==> config.mk <==
export PLATFORM = sky130hd
export DESIGN_NAME = tape_demod
export DESIGN_NICKNAME = d
export VERILOG_FILES = /design/src/rtl/tape_pkg.sv /design/src/rtl/tape_interval_meter.sv /design/src/rtl/tape_demod.sv
export SDC_FILE = /design/constraint.sdc
export NUM_CORES = 1
export LEC_CHECK = 0
export ABC_AREA = 1
export BUFFER_PORTS_ARGS = -buffer_cell sky130_fd_sc_hd__buf_4
export CAP_MARGIN = 20
export CORE_AREA = 8 8 142 144
export DETAILED_ROUTE_END_ITERATION = 8
export DIE_AREA = 0 0 150 152
export PLACE_DENSITY_LB_ADDON = 0.05
export SLEW_MARGIN = 5
export SYNTH_ARGS = -nofsm -noshare
export SYNTH_HDL_FRONTEND = slang
export SYNTH_SLANG_ARGS = --single-unit
==> constraint.sdc <==
create_clock -name clk18 -period 4.1 [get_ports clk18]
set_clock_uncertainty 0.1 [all_clocks]
set_input_delay 0.205 -clock clk18 [delete_from_list [all_inputs] [get_ports clk18]]
set_output_delay 0.205 -clock clk18 [all_outputs]
set_load 0.02 [all_outputs]
==> src/rtl/tape_pkg.sv <==
// Shared types and constants for the cassette tape demodulator.
package tape_pkg;
  localparam int INTERVAL_W = 16;
  localparam logic [7:0] SYNC_BYTE_DEF = 8'hE6;

  typedef enum logic [1:0] {
    IDLE   = 2'd0,
    LEADER = 2'd1,
    SYNC   = 2'd2,
    DATA   = 2'd3
  } tape_state_e;
endpackage

==> src/rtl/tape_interval_meter.sv <==
// Synchronizes the slicer output and measures the clk18 cycles between transitions.
module tape_interval_meter
  import tape_pkg::*;
(
  input  logic                  clk18,
  input  logic                  reset_n,
  input  logic                  tapein,
  output logic                  tape_edge,
  output logic                  level,
  output logic [INTERVAL_W-1:0] interval,
  output logic [INTERVAL_W-1:0] count
);

  logic                  sync_p0, sync_p1, level_p2;
  logic                  edge_now;
  logic [INTERVAL_W-1:0] count_q;

  function automatic logic [INTERVAL_W-1:0] sat_inc(input logic [INTERVAL_W-1:0] v);
    return (v == {INTERVAL_W{1'b1}}) ? v : v + INTERVAL_W'(1);
  endfunction

  assign edge_now = sync_p1 ^ level_p2;
  assign level    = level_p2;
  assign count    = count_q;

  always_ff @(posedge clk18 or negedge reset_n) begin
    if (!reset_n) begin
      sync_p0   <= 1'b0;
      sync_p1   <= 1'b0;
      level_p2  <= 1'b0;
      tape_edge <= 1'b0;
      interval  <= '0;
      count_q   <= '0;
    end else begin
      sync_p0   <= tapein;
      sync_p1   <= sync_p0;
      // p2: previous level, registered edge strobe and latched interval
      level_p2  <= sync_p1;
      tape_edge <= edge_now;
      if (edge_now) begin
        interval <= count_q;
        count_q  <= INTERVAL_W'(1);
      end else begin
        count_q  <= sat_inc(count_q);
      end
    end
  end

endmodule

==> src/rtl/tape_demod.sv <==
// Manchester tape decoder: leader lock, byte alignment on SYNC_BYTE, byte output.
module tape_demod
  import tape_pkg::*;
#(
  parameter logic [7:0]  SYNC_BYTE  = SYNC_BYTE_DEF,
  parameter logic [15:0] MIN_HALF   = 16'd900,
  parameter logic [15:0] MAX_HALF   = 16'd18000,
  parameter int          LEADER_CNT = 16,
  parameter bit          INVERT     = 1'b0
)(
  input  logic       clk18,
  input  logic       reset_n,
  input  logic       tapein,
  output logic [7:0] data,
  output logic       data_valid,
  output logic       carrier,
  output logic       synced
);

  localparam int W     = INTERVAL_W;
  localparam int ACC_W = 20;
  localparam int THR_W = W + 2;

  logic             tape_edge, level;
  logic [W-1:0]     interval, count;
  tape_state_e      state_q, state_d;
  logic [ACC_W-1:0] acc_q, acc_d, acc_sum;
  logic [7:0]       lcnt_q, lcnt_d;
  logic [W-1:0]     t_half_q, t_half_d, new_half;
  logic [THR_W-1:0] thr_q, thr_d, tmo_q, tmo_d, new_thr;
  logic [7:0]       shreg_q, shreg_d, shreg_next;
  logic [2:0]       bitcnt_q, bitcnt_d;
  logic             mid_q, mid_d, mid_next;
  logic [7:0]       data_d;
  logic             data_valid_d;
  logic             legal, is_short, is_long, too_short, timeout, bit_in;

  tape_interval_meter u_meter (
    .clk18     (clk18),
    .reset_n   (reset_n),
    .tapein    (tapein),
    .tape_edge (tape_edge),
    .level     (level),
    .interval  (interval),
    .count     (count)
  );

  // Lock thresholds derive from the mean of the leader half-bits (sum of 16 >> 4).
  assign acc_sum    = acc_q + ACC_W'(interval);
  assign new_half   = acc_sum[ACC_W-1:4];
  assign new_thr    = THR_W'(new_half) + THR_W'(new_half >> 1);
  assign legal      = (interval >= MIN_HALF) && (interval <= MAX_HALF);
  assign is_short   = THR_W'(interval) < thr_q;
  assign is_long    = !is_short && (THR_W'(interval) < tmo_q);
  assign too_short  = interval < (t_half_q >> 1);
  assign timeout    = THR_W'(count) >= tmo_q;
  assign bit_in     = level ^ INVERT;
  assign shreg_next = {shreg_q[6:0], bit_in};
  assign mid_next   = is_long ? 1'b1 : ~mid_q;
  assign carrier    = (state_q != IDLE);
  assign synced     = (state_q == DATA);

  always_comb begin
    state_d      = state_q;
    acc_d        = acc_q;
    lcnt_d       = lcnt_q;
    t_half_d     = t_half_q;
    thr_d        = thr_q;
    tmo_d        = tmo_q;
    shreg_d      = shreg_q;
    bitcnt_d     = bitcnt_q;
    mid_d        = mid_q;
    data_d       = data;
    data_valid_d = 1'b0;
    if (state_q == IDLE) begin
      if (tape_edge && legal) begin
        if (lcnt_q == 8'(LEADER_CNT - 1)) begin
          state_d  = LEADER;
          t_half_d = new_half;
          thr_d    = new_thr;
          tmo_d    = {new_thr[THR_W-2:0], 1'b0};
          acc_d    = '0;
          lcnt_d   = '0;
          mid_d    = 1'b0;
        end else begin
          acc_d  = acc_sum;
          lcnt_d = lcnt_q + 8'd1;
        end
      end else if (tape_edge || (count == {W{1'b1}})) begin
        acc_d  = '0;
        lcnt_d = '0;
      end
    end else if (timeout || (tape_edge && too_short)) begin
      // Carrier lost: drop back and discard any partial byte.
      state_d  = IDLE;
      acc_d    = '0;
      lcnt_d   = '0;
      bitcnt_d = '0;
      mid_d    = 1'b0;
    end else if (tape_edge && (is_short || is_long)) begin
      mid_d = mid_next;
      if ((state_q == LEADER) && is_long)
        state_d = SYNC;
      if (mid_next) begin
        shreg_d = shreg_next;
        if ((state_q == SYNC) && (shreg_next == SYNC_BYTE)) begin
          state_d  = DATA;
          bitcnt_d = '0;
        end else if (state_q == DATA) begin
          bitcnt_d = bitcnt_q + 3'd1;
          if (bitcnt_q == 3'd7) begin
            data_d       = shreg_next;
            data_valid_d = 1'b1;
          end
        end
      end
    end
  end

  always_ff @(posedge clk18 or negedge reset_n) begin
    if (!reset_n) begin
      state_q    <= IDLE;
      acc_q      <= '0;
      lcnt_q     <= '0;
      t_half_q   <= '0;
      thr_q      <= '0;
      tmo_q      <= '0;
      shreg_q    <= '0;
      bitcnt_q   <= '0;
      mid_q      <= 1'b0;
      data       <= '0;
      data_valid <= 1'b0;
    end else begin
      state_q    <= state_d;
      acc_q      <= acc_d;
      lcnt_q     <= lcnt_d;
      t_half_q   <= t_half_d;
      thr_q      <= thr_d;
      tmo_q      <= tmo_d;
      shreg_q    <= shreg_d;
      bitcnt_q   <= bitcnt_d;
      mid_q      <= mid_d;
      data       <= data_d;
      data_valid <= data_valid_d;
    end
  end

endmodule
; ---- Word level (Yosys, flattened, before mapping)
; Index checks and enable logic that the tools add are counted.
[classes]
reduce_logical = 24
bitwise = 5
order_cmp = 6
n_eq_ne = 11
n_mux = 38
addsub = 5
[op_table]
columns = op, n
row1 = two-way mux 20 bit, 5
row2 = two-way mux 8 bit, 5
row3 = < comparator 16 x 18 -> 1 bit, 2
row4 = two-way mux 16 bit, 2
row5 = adder 20 x 16 -> 20 bit, 1
row6 = >= comparator 16 x 18 -> 1 bit, 1
row7 = adder 16 x 15 -> 17 bit, 1
row8 = adder 16 x 1 -> 16 bit (second input constant), 1
row9 = == test 16 bit (second input constant), 1
row10 = >= comparator 16 x 10 -> 1 bit (second input constant), 1
row11 = less-or-equal comparator 16 x 15 -> 1 bit (second input constant), 1
row12 = < comparator 16 x 15 -> 1 bit, 1
row13 = two-way mux 2 bit, 8
row14 = two-way mux 3 bit, 5
row15 = two-way mux 1 bit, 13
row16 = adder 8 x 1 -> 8 bit (second input constant), 1
row17 = == test 8 x 4 -> 1 bit (second input constant), 1
row18 = == test 8 bit (second input constant), 1
row19 = AND reduction 4 bit, 2
row20 = nonzero test 2 bit, 4
row21 = logical AND 1 bit, 7
row22 = AND reduction 7 bit, 1
row23 = inequality test 2 x 1 -> 1 bit (second input constant), 3
row24 = AND reduction 3 bit, 2
row25 = other kinds (12), 19
[totals]
wordCells = 106
output_inout_bits = 11
reg_bits = 137
input_bits = 3

; ---- Logic depth before layout (Yosys ltp)
[logic_depth]
ltp_word = 10
depth_mapped = 24
ltp_nobuf = 24

; ---- Hierarchy
; From an unflattened synthesis, not the netlist that was laid out.
[unflattened]
hier_cells = 1148
hier_area_um2 = 8589.5
[by_module_without_submodules]
columns = mod, seq_area_each_um2, area_each_um2, instances, cells_per_inst
row1 = tape_demod, 2052.0, 6884.1, 1, 941
row2 = tape_interval_meter, 900.9, 1705.4, 1, 207

; ---- Worst setup path after synthesis
; OpenSTA, ideal clock, no wires.
[synth_path]
path_type = reg2reg
start = reg u_meter.interval[0]
end = reg thr_q[15]
arrival_ps = 3102
synth_period_minus_slack_ps = 3320
path_slack_ps = 780
required_time_ps = 3883
path_buffers = 0
setup_ps = 117
path_stages_with_launch = 24
path_cell_list = dfrtp_1 > ha_1 > inv_1 > fa_1 > inv_1 > nand3_1 > nand3_1 > nand2_1 > nand2_1 > nand3_1 > nand2_1 > xnor2_1 > inv_1 > ha_1 > nand2_1 > inv_1 > a21oi_1 > nand3_1 > a21boi_0 > o21ai_1 > nand3_1 > nand3_1 > nand3_1 > nand2_1
[synth_between]
elab_cells_between_ends = 7
classes_between = add/sub (2) / order compare (2) / reduce/logical (3)
[synth_rtl]
columns = element, line_no
row1 = "start, declared", tape_interval_meter.sv:10  ; output logic [INTERVAL_W-1:0] interval,
row2 = "start signal, assigned", tape_interval_meter.sv:41  ; interval <= count_q;
row3 = adder 20 x 16 -> 20 bit, tape_demod.sv:49  ; assign acc_sum = acc_q + ACC_W'(interval);
row4 = net acc_sum[12], tape_demod.sv:27  ; logic [ACC_W-1:0] acc_q, acc_d, acc_sum;
row5 = adder 16 x 15 -> 17 bit, tape_demod.sv:51  ; assign new_thr = THR_W'(new_half) + THR_W'(new_half >> 1);
row6 = "end signal, assigned", tape_demod.sv:138  ; thr_q <= thr_d;
row7 = "end, declared", tape_demod.sv:30  ; logic [THR_W-1:0] thr_q, thr_d, tmo_q, tmo_d, new_thr;
; The timed path passes the listed nets, and every way through them passes these cells.
; A chain may end at the register's enable or synchronous reset.

; ---- Final worst setup path
; Ends and elaborated chain as after synthesis.

==> out/results.ini <==
[outcome]
status=complete, no violations

[power_and_ir_drop]
powerDensity_nw_per_um2=323.7
finalPower_mw=3.032
irDropWorstVdd_mv=0.2844
leakage_nw=4.820

[critical_path]
rr_startpoint=u_meter.interval[0]
start_kind=flop
critPathRequiredTime_ps=4290
rrSetupSlack_ps=470
reg2reg_to=thr_q[15]
end_kind=flop
crit_type=flop to flop
cp_max_fo=6
cp.arrival_ps=3830
worstRegToRegCells=20

[yosys]
syn_inst=1064
ys_seq_area_share_pct=35.59
yosysWarnings=0
synth-edff-count=0
ys.flop_type=dfrtp_1
yosysMostFrequentCell=nand2_1
synthTopCellsByArea=dfrtp_1 (36%), ha_1 (14%), nand2_1 (14%)
yosys-top-cells-count=nand2_1 (309), inv_1 (123), dfrtp_1 (118)
synth_top_area_share_pct=35.59
syn_area_um2=8298
synth_seq_cells=118
ys_types=60
async_flop_share_pct=100.0
synth_top_area_cell=dfrtp_1
avgSynthCellArea_um2=7.799
synth_fp_nets=1162

[layout]
final_layout_size_suffix_gt1_share_pct=11.55
stdcell_area_um2=9366
nets=1195
diodes=0
nFillCells=1755
area_delta_synth_final_pct=12.88

[detailed_routing]
first_pass_iters=5
wirelength_um=20120
viasPerCell=5.096
drt-initial-drc-count=300
drcViolationCount=0
ant_nets=0
vias=6814
wire_per_inst_um=15.05

[global_routing]
grtUsageTotal_pct=18.85
grt_pass1_wl_um=34420
grt.busiest_layer=met2
use_met2_pct=29.83
grt_overflow=0
grtUsageMet1_pct=26.09
grt_pass1_vias=6874
grtUsageMet3_pct=3.534
antenna_found_initial=1
grt_max_degree=63

[floorplanning]
fp-row-count=49
start_util_pct=46.67
dieWidth_um=150
ios=14
fp.dieH_um=152
die_area_um2=22800
core_area_um2=17780

[placement]
pre_cts_ws_ps=394.3
hpwl_um=15510
routabilityCongestion=0.8658
placedInstanceArea_um2=8678
io_buffer_count=13

[timing]
setup_viol=0
finalCritPeriodShare_pct=88.64
timing.fmax_ghz=0.2752
fin_crit_ps=3634
tns_ps=0
finalWorstSetupSlack_ps=465.7
finalHoldViolations=0
grt_setup_unrepaired=no
slew_violations=0
max-slew-margin-rel_pct=35.37
worst_pin_slew_ps=968.4

[worst_hold_path]
hold_path_end=u_meter.sync_p1
hold_path_class=flop to flop
hold_depth=0
holdCritStartpoint=u_meter.sync_p0

[clock_tree]
clock-sinks=118
clock_path_buffers=2
cts_root_buffer=clkbuf_16
htreeDepth=4
clkLatencyLatePin_ps=420
postCtsSetupBuffers=0
cts_tree=yes
clk_pin_slew_worst_paths_ps=50
cts_buffers=17

[job]
cap_violations=0

-- logic make-up after synthesis --
logic type,after synthesis,share of synthesized area [%]
simple gates,490,26.16
compound gates,182,12.85
buf+inv,150,7.614
flops,118,35.59
fa+ha+maj,95,14.51
xor+xnor,29,3.287
-- critical path, stage by stage, from the launching register on --
cell and delay [ps]:
dfrtp_2 400, ha_2 210, inv_1 70, fa_1 400, inv_1 110, nand3_1 70
nand3_1 110, nand2_1 60, nand2_1 120, xor2_1 320, ha_1 360, a21oi_1 170
nand2_1 90, nand2_1 60, nand3_1 110, a21boi_0 280, o21ai_1 150, nand3_1 120
nand3_1 70, nand3_1 80, nand2_1 60
-- how the worst max path moves through the flow --
stage | cells past startpoint | startpoint | to | slack, ps
after global placement | 23 | u_meter.interval[0] | thr_q[15] | 450
after CTS | 23 | u_meter.interval[0] | thr_q[15] | 340
after detailed placement | 23 | u_meter.interval[0] | thr_q[15] | 390
final | 20 | u_meter.interval[0] | thr_q[15] | 470
after global routing | 23 | u_meter.interval[1] | thr_q[15] | 1
after floorplan | 23 | u_meter.interval[0] | thr_q[15] | 780
-- registers in the layout (all words and copies together), names as in the netlist, 2 cells and up --
| signal | flops |
|---|---|
| thr_q | 17 |
| t_half_q | 15 |
| u_meter.interval | 16 |
| data | 8 |
| state_q | 2 |
| acc_q | 20 |
| shreg_q | 7 |
| u_meter.count | 16 |
| lcnt_q | 8 |
| bitcnt_q | 3 |
-- area by class of cell --
class / count / area, um^2 / area share [%]
Clock buffer: 22 / 484.2 / 5.170
Clock inverter: 8 / 170.2 / 1.817
Inverter: 134 / 515.5 / 5.504
Multi-Input combinational cell: 796 / 4726 / 50.45
Sequential cell: 118 / 2954 / 31.54
Tap cell: 229 / 286.5 / 3.059
Timing Repair Buffer: 30 / 230.2 / 2.458
-- timing repair --
item                                    in CTS  in global routing
endpoints found under the hold margin       61                  0
hold buffers                                 2                  0
endpoints found under the setup margin       0                  2
gates resized for setup                      0                  4
-- layout by cell type, fill, tap and decap left out, types with 7 or more instances in the layout --
| cell type | netlist | final |
|---|---|---|
| a21oi_1 | 62 | 62 |
| buf_4 | 2 | 28 |
| clkbuf_16 | 0 | 17 |
| dfrtp_1 | 118 | 117 |
| ha_1 | 93 | 91 |
| inv_1 | 123 | 123 |
| inv_2 | 8 | 8 |
| nand2_1 | 309 | 309 |
| nand2_2 | 12 | 12 |
| nand3_1 | 43 | 43 |
| nand3_2 | 7 | 7 |
| nand4_1 | 14 | 14 |
| nor2_1 | 63 | 63 |
| nor3_1 | 11 | 11 |
| o21ai_0 | 57 | 57 |
| o21ai_1 | 17 | 17 |
| o21ai_2 | 18 | 18 |
| xnor2_1 | 13 | 13 |
| xor2_1 | 15 | 14 |
-- through the flow --
stage	utilization, %	std cells	hold WS, ps
floorplan	-	1064	-190.6
global placement	48.81	1305	216.1
detailed placement	48.81	1305	219.5
CTS	52.60	1337	260.9
global route	52.68	1337	273.1
finish	52.68	1337	257.2
-- layer usage --
layer	wire length [um]	share of wire (%)	vias up
met5	12	0.060	-
met4	174	0.86	2
met3	576	2.9	15
met2	9145	45	70
met1	10210	51	3142
li1	-	-	3585
-- where the power goes --
part           internal [mW]  switching (mW)  total [mW]
logic                 0.0507           0.124       0.175
clock network           1.13           0.531        1.67
registers               1.18          0.0151        1.19
Power figures use the tool's default switching activity.
